**src/rtl/mem_stage_reg.sv**
```systemverilog
`default_nettype none
// ----------------------------------------------------------------------------
//  mem_stage_reg : Execute-to-Memory pipeline register with stall, bubble,
//                  control-error flag and saturating stall/bubble counters.
//  Revision      : 1.0
// ----------------------------------------------------------------------------
module mem_stage_reg #(
  parameter int                  WORD_W    = 64,
  parameter int                  ICODE_W   = 4,
  parameter int                  REG_W     = 4,
  parameter int                  STAT_W    = 3,
  parameter logic [ICODE_W-1:0]  NOP_ICODE = 1,
  parameter logic [REG_W-1:0]    RNONE     = '1,
  parameter logic [STAT_W-1:0]   SAOK      = 1,
  parameter int                  CNT_W     = 16
) (
  input  logic                clk,
  input  logic                rst,
  input  logic                M_stall,
  input  logic                M_bubble,
  input  logic                cnt_clr,
  input  logic [STAT_W-1:0]   e_stat,
  input  logic [ICODE_W-1:0]  e_icode,
  input  logic                e_cnd,
  input  logic [WORD_W-1:0]   e_valE,
  input  logic [WORD_W-1:0]   e_valA,
  input  logic [REG_W-1:0]    e_dstE,
  input  logic [REG_W-1:0]    e_dstM,
  output logic [STAT_W-1:0]   M_stat,
  output logic [ICODE_W-1:0]  M_icode,
  output logic                M_cnd,
  output logic [WORD_W-1:0]   M_valE,
  output logic [WORD_W-1:0]   M_valA,
  output logic [REG_W-1:0]    M_dstE,
  output logic [REG_W-1:0]    M_dstM,
  output logic                M_valid,
  output logic                ctl_err,
  output logic [CNT_W-1:0]    bubble_cnt,
  output logic [CNT_W-1:0]    stall_cnt
);

  localparam logic [CNT_W-1:0] c_CNT_MAX = '1;
  localparam logic [CNT_W-1:0] c_CNT_ONE = {{(CNT_W-1){1'b0}}, 1'b1};

  logic [STAT_W-1:0]  r_stat;
  logic [ICODE_W-1:0] r_icode;
  logic               r_cnd;
  logic [WORD_W-1:0]  r_valE;
  logic [WORD_W-1:0]  r_valA;
  logic [REG_W-1:0]   r_dstE;
  logic [REG_W-1:0]   r_dstM;
  logic               r_valid;
  logic               r_ctl_err;
  logic [CNT_W-1:0]   r_bubble_cnt;
  logic [CNT_W-1:0]   r_stall_cnt;

  // Bubble outranks stall, so a stall only matters when no bubble is present.
  logic w_load_nop;
  logic w_hold;
  assign w_load_nop = rst | M_bubble;
  assign w_hold     = M_stall & ~M_bubble;

  always_ff @(posedge clk) begin
    if (w_load_nop) begin
      r_stat  <= SAOK;
      r_icode <= NOP_ICODE;
      r_cnd   <= 1'b1;
      r_valE  <= '0;
      r_valA  <= '0;
      r_dstE  <= RNONE;
      r_dstM  <= RNONE;
      r_valid <= 1'b0;
    end else if (!w_hold) begin
      r_stat  <= e_stat;
      r_icode <= e_icode;
      r_cnd   <= e_cnd;
      r_valE  <= e_valE;
      r_valA  <= e_valA;
      r_dstE  <= e_dstE;
      r_dstM  <= e_dstM;
      r_valid <= 1'b1;
    end
  end

  // A clear in the same cycle as an increment leaves the counter at zero.
  always_ff @(posedge clk) begin
    if (rst || cnt_clr) begin
      r_bubble_cnt <= '0;
      r_stall_cnt  <= '0;
      r_ctl_err    <= 1'b0;
    end else begin
      if (M_bubble && (r_bubble_cnt != c_CNT_MAX))
        r_bubble_cnt <= r_bubble_cnt + c_CNT_ONE;
      if (w_hold && (r_stall_cnt != c_CNT_MAX))
        r_stall_cnt <= r_stall_cnt + c_CNT_ONE;
      if (M_bubble && M_stall)
        r_ctl_err <= 1'b1;
    end
  end

  assign M_stat     = r_stat;
  assign M_icode    = r_icode;
  assign M_cnd      = r_cnd;
  assign M_valE     = r_valE;
  assign M_valA     = r_valA;
  assign M_dstE     = r_dstE;
  assign M_dstM     = r_dstM;
  assign M_valid    = r_valid;
  assign ctl_err    = r_ctl_err;
  assign bubble_cnt = r_bubble_cnt;
  assign stall_cnt  = r_stall_cnt;

endmodule
`default_nettype wire

```
**config.mk**
```make
export PLATFORM = sky130hd
export DESIGN_NAME = mem_stage_reg
export DESIGN_NICKNAME = d
export VERILOG_FILES = /design/src/rtl/mem_stage_reg.sv
export SDC_FILE = /design/constraint.sdc
export NUM_CORES = 1
export LEC_CHECK = 0
export ABC_AREA = 0
export BUFFER_PORTS_ARGS = -buffer_cell sky130_fd_sc_hd__buf_2
export CAP_MARGIN = 10
export CORE_ASPECT_RATIO = 0.7
export CORE_MARGIN = 4
export CORE_UTILIZATION = 30
export DETAILED_ROUTE_END_ITERATION = 8
export PLACE_DENSITY = 0.54
export SKIP_LAST_GASP = 1
export SYNTH_ARGS = -nofsm -noshare
export SYNTH_HDL_FRONTEND = slang
export SYNTH_SLANG_ARGS = --single-unit
```
**constraint.sdc**
```tcl
create_clock -name clk -period 2.88 [get_ports clk]
set_clock_uncertainty 0.1 [all_clocks]
set_input_delay 0.72 -clock clk [delete_from_list [all_inputs] [get_ports clk]]
set_output_delay 0.72 -clock clk [all_outputs]
set_load 0.02 [all_outputs]
```
## Word level (Yosys, flattened, before mapping)

Cells that the tools add are included.

- Register bits after elaboration: 178
- Input bits: 149
- Output and inout port bits: 178

- Add/subtract/negate cells: 2
- Equal/unequal tests: 2
- Bitwise operators: 3
- Reduce and logical (&&, ||, !) cells: 4

Operator list:

| operator | count |
|---|---|
| $add 16x1->16 const B | 2 |
| $ne 16x16->1 const B | 2 |
| $logic_and 1x1->1 | 3 |
| $and 1x1->1 | 1 |
| $logic_or 1x1->1 | 1 |
| $not 1->1 | 1 |
| $or 1x1->1 | 1 |

## Depth between registers and ports, before layout

- Depth in word-level cells: 3
- Gate-level depth with buffers: 7
- Mapped depth without buffers: 5

## Least setup slack after synthesis

No wires, ideal clock.

- Kind: input-to-reg
- Start: in M_stall
- End: reg r_stall_cnt[8], in the netlist stall_cnt[8]
- Setup time: 0.070 ns
- Arrival time: 1.902 ns
- Required time: 2.710 ns
- Path slack: 0.808 ns
- Cell stages on the path: 6
- Buffers on the path: 2
- Cell sequence: buf_2 > nand2b_1 > buf_2 > or3_4 > or4_1 > a21oi_1

- Longest elaborated chain between the ends: 2

RTL lines:

| what | line | text |
|---|---|---|
| start: declaration | 19 | `input logic M_stall,` |
| $and 1x1->1 | 61 | `assign w_hold = M_stall & ~M_bubble;` |
| $logic_and 1x1->1 | 94 | `if (w_hold && (r_stall_cnt != c_CNT_MAX))` |
| end signal: assignment | 95 | `r_stall_cnt <= r_stall_cnt + c_CNT_ONE;` |
| end: declaration | 55 | `logic [CNT_W-1:0] r_stall_cnt;` |

Every way passes these cells.
A chain may end at the register's enable or synchronous reset.

## Worst setup path in the final report

- Start: in M_stall
- End: reg r_valA[25], in the netlist M_valA[25]

- Longest elaborated chain between the ends: 1

RTL lines:

| what | line | text |
|---|---|---|
| $and 1x1->1 | 61 |  |
| end signal: assignment | 78 | `r_valA <= e_valA;` |
| end: declaration | 49 | `logic [WORD_W-1:0] r_valA;` |

Every way passes these cells.

==> summary.md <==
The flow ran to the end, and the final reports show no timing, DRC or antenna violations. The fraction of layout instances using a drive strength above 1 works out to 37.4%. The number of hold buffers added after CTS is 0, and the total count of hold-check failures in the final report is 0.

The number of I/O port buffers is 326, and the initial cell density of the core is 30.7%. Across every metal layer, demand over resource in global routing totals 15.6%. The data arrival time of the worst path came out at 2.20 ns. Among cell families on the critical path, the largest total delay comes from buffers and inverters.

Setup repair after global routing left no endpoint under its margin. The run gives 0 ns as the final sum of negative setup slack. Of all nets on the critical path, the largest fanout is 129.

Counting flops with an async set or reset pin after synthesis yields a share of 0%. The iteration count of the initial detailed-routing pass was 5; the post-synthesis net count was 822. The share of the Yosys chip area taken by registers is 53.1%. At the end of routability-driven placement, the weighted congestion stood at 0.786. The total power density per cell area works out to 605 nW/µm². The register clock-pin slew on the reported worst setup and hold paths was 0.07 ns. The maximum ir drop on the vdd rail is 367 µV.

TritonCTS created 17 clock buffers. The synthesized design contains 0 enable-type register cells. The run gives 0.00452 µW as the reported leakage power. The max-slew violation count is 0. Worst min-delay path class: reg2reg.

The share of the cycle needed by the critical path after routing came out at 69.4%. The clock passes through at most 2 buffers. The number of violations reported at the end of detailed-routing iteration 0 was 259; the post-CTS setup buffer count was 0.

Slowest library cell on the worst path: buf_12. The clock tree synthesis step divided the H-tree into 4 levels. The run gives 41 as the number of unique standard cell types used by synthesis. The overall power after layout was 5590 µW. The area of the die was 24900 µm². The number of global-route vias before repair is 5731.

The master cell of the clock root buffer was clkbuf_16. Measured along the x axis, the die boundary spans 187 µm. Static timing analysis puts the maximum clock frequency at 500 MHz. The clock period could shrink to 2.00 ns. The signal on the critical path passes through clkbuf_8, buf_12, mux2i_1, nor2_1. The count of warnings emitted by yosys came out at 0.

The first global-routing pass estimated 31500 µm of wire. Once detail routing completed, the nets flagged for antenna violations numbered 0. The number of buffer and inverter instances along the worst setup path was 2. The most used flip-flop cell after synthesis is dfxtp_1. The DRC violations left was 0. The run gives 1130 as the net count reported at finish. The critical path in this run is classified as in2reg. After detailed routing, the average wire length per cell comes to 15.7 µm. The dominant cell type by area after synthesis is dfxtp_1. Measured against its own limit, the worst slew margin works out to 23.1%.

Initial antenna violation count: 2. The category of the worst setup path launch point is an input pin. In this design, the stage delay of the slowest critical-path cell is 0.49 ns. The cell count after synthesis is 671, and the via density per instance is 4.60.

Data on the critical path is required at its endpoint by 3.08 ns. The slew at the pin closest to its max-slew limit is 1.15 ns, and the vias after detailed routing is 5861. Detailed placement finished with a half-perimeter wire length of 14300 µm. The wire length reported by the detailed router was 20000 µm.

The final hold slack is 0.344 ns. Ranked by total cell area, the synthesized netlist is headed by dfxtp_1 53%, mux2i_1 22%, nor2_1 8.1%. The total congestion overflow was 0. For this design, the sink count on the clock tree is 178. For the worst-skew pair, the clock arrives at the later sink with an insertion delay of 0.43 ns. The maximum number of pins on one net before global-route repair is 130, and the total of max-cap violations is 0.

Once the clock tree was built, the resizer swapped 0 gates to a different size. Number of setup violations in the final report: 0. The cell area that synthesis handed to floorplanning was 6710 µm². TritonCTS built the clock tree. The worst setup path is captured at a flop. The number of register bits inferred by synthesis is 178. The core outline area was 21800 µm²; the vertical die dimension was 133 µm.

For the number of core rows, the log shows 45. Relative to the synthesized area, the layout overhead comes to 37.6%. Measured on the finished design, the core utilization comes to 42.3%.

A synthesized cell averages 10.0 µm². The proportion of netlist area held by the largest area contributor works out to 53.1%. In this run the count of I/O pins placed on the die edge is 327.
==> layer usage <==
| layer | share of wire, % | track usage [%] | routed length (µm) |
|---|---|---|---|
| met5 | 0.035 | 0 | 7 |
| met1 | 44 | 19.7 | 8910 |
| met3 | 9.7 | 7.31 | 1930 |
| met2 | 44 | 23.7 | 8850 |
| met4 | 1.7 | 5.09 | 331 |
==> where the power goes <==
| part | leakage [µW] | switching, µW | internal, µW | total, µW |
|---|---|---|---|---|
| logic | 0.00277 | 295 | 235 | 530 |
| registers | 0.00145 | 33.3 | 2530 | 2560 |
| clock network | 0.000293 | 1020 | 1480 | 2500 |
==> stage by stage <==
step	setup slack [ns]	instance area (µm²)	instances
finish	0.880	9230	1275
global route	0.706	9230	1275
CTS	0.903	9230	1274
detailed placement	0.486	8600	1242
global placement	0.507	8600	1242
floorplan	0.808	6710	671
==> placed cells by master (no fill, tap or decap), drive strengths merged, types with 2 or more instances in the layout <==
cell type,netlist,layout
o41ai,2,2
nand3,16,16
o21ai,11,11
clkbuf,20,21
buf,24,332
a21oi,23,23
and3,7,7
or2,3,3
ha,2,2
inv,4,5
clkinvlp,0,4
nor3,7,7
mux2i,145,145
dfxtp,178,178
o31ai,11,11
nand4,8,8
nor2,144,144
bufinv,0,4
nand2,21,21
nor4,8,8
or4,15,15
clkinv,0,3
a31oi,4,4
or3,7,7
==> synthesized netlist by cell type (2+ instances only) <==
library cell	count
nor3_1	7
o21ai_0	10
o31ai_1	11
buf_6	2
and3_1	6
nor2_1	144
or3_1	5
inv_1	4
a21oi_1	23
clkbuf_1	20
or2_2	2
or4_1	15
buf_1	7
buf_2	14
nand3_1	14
nand2_1	21
ha_1	2
mux2i_1	145
nor4_1	8
a31oi_1	4
dfxtp_1	178
nand3_2	2
nand4_1	8
o41ai_1	2
==> state kept, by name (all words and copies together), names as in the netlist <==
name / cells
M_valA: 64
M_valE: 64
bubble_cnt: 16
stall_cnt: 16
M_dstE: 4
M_dstM: 4
M_icode: 4
M_stat: 3
M_cnd: 1
M_valid: 1
ctl_err: 1
==> kinds of logic (layout without fill, tap and decap cells) <==
group / Yosys count / count (layout) / share of synthesized area (%)
flip-flops: 178 / 178 / 53.1
XOR/XNOR: 1 / 1 / 0.131
AO/OA/AOI/OAI: 55 / 55 / 4.88
AND/OR/NAND/NOR: 242 / 242 / 16.7
adder cells (fa/ha/maj): 2 / 2 / 0.373
buffers and inverters: 48 / 369 / 3.23
multiplexers: 145 / 145 / 21.6
other: 0 / 1 / 0
==> cell type report <==
type | instances | area (µm²)
Tap cell | 282 | 353
Clock buffer | 20 | 447
Multi-Input combinational cell | 445 | 2940
Timing Repair Buffer | 333 | 1730
Fill cell | 2211 | 12600
Antenna cell | 1 | 2.50
Inverter | 4 | 15.0
Clock inverter | 12 | 181
Sequential cell | 178 | 3560
==> worst register-to-register path, stage by stage (launching register included) <==
cell and delay [ns]:
dfxtp_1 0.46, nand4_1 0.24, nor4_1 0.56, buf_4 0.27
or3_2 0.13, a21oi_1 0.05
==> final timing paths <==
path                              startpoint                    endpoint  slack (ns)  depth (start not counted)
setup / recovery                     M_stall     M_valA[25]$_SDFFE_PP0N_        0.88                          4
hold / removal          M_valid$_SDFFE_PP0N_        M_valid$_SDFFE_PP0N_        0.34                          2
setup reg to reg  bubble_cnt[8]$_SDFFE_PP0P_  bubble_cnt[5]$_SDFFE_PP0P_        0.96                          5
hold reg to reg         M_valid$_SDFFE_PP0N_        M_valid$_SDFFE_PP0N_        0.34                          2
No activity file was read; power rests on OpenSTA's default activity.
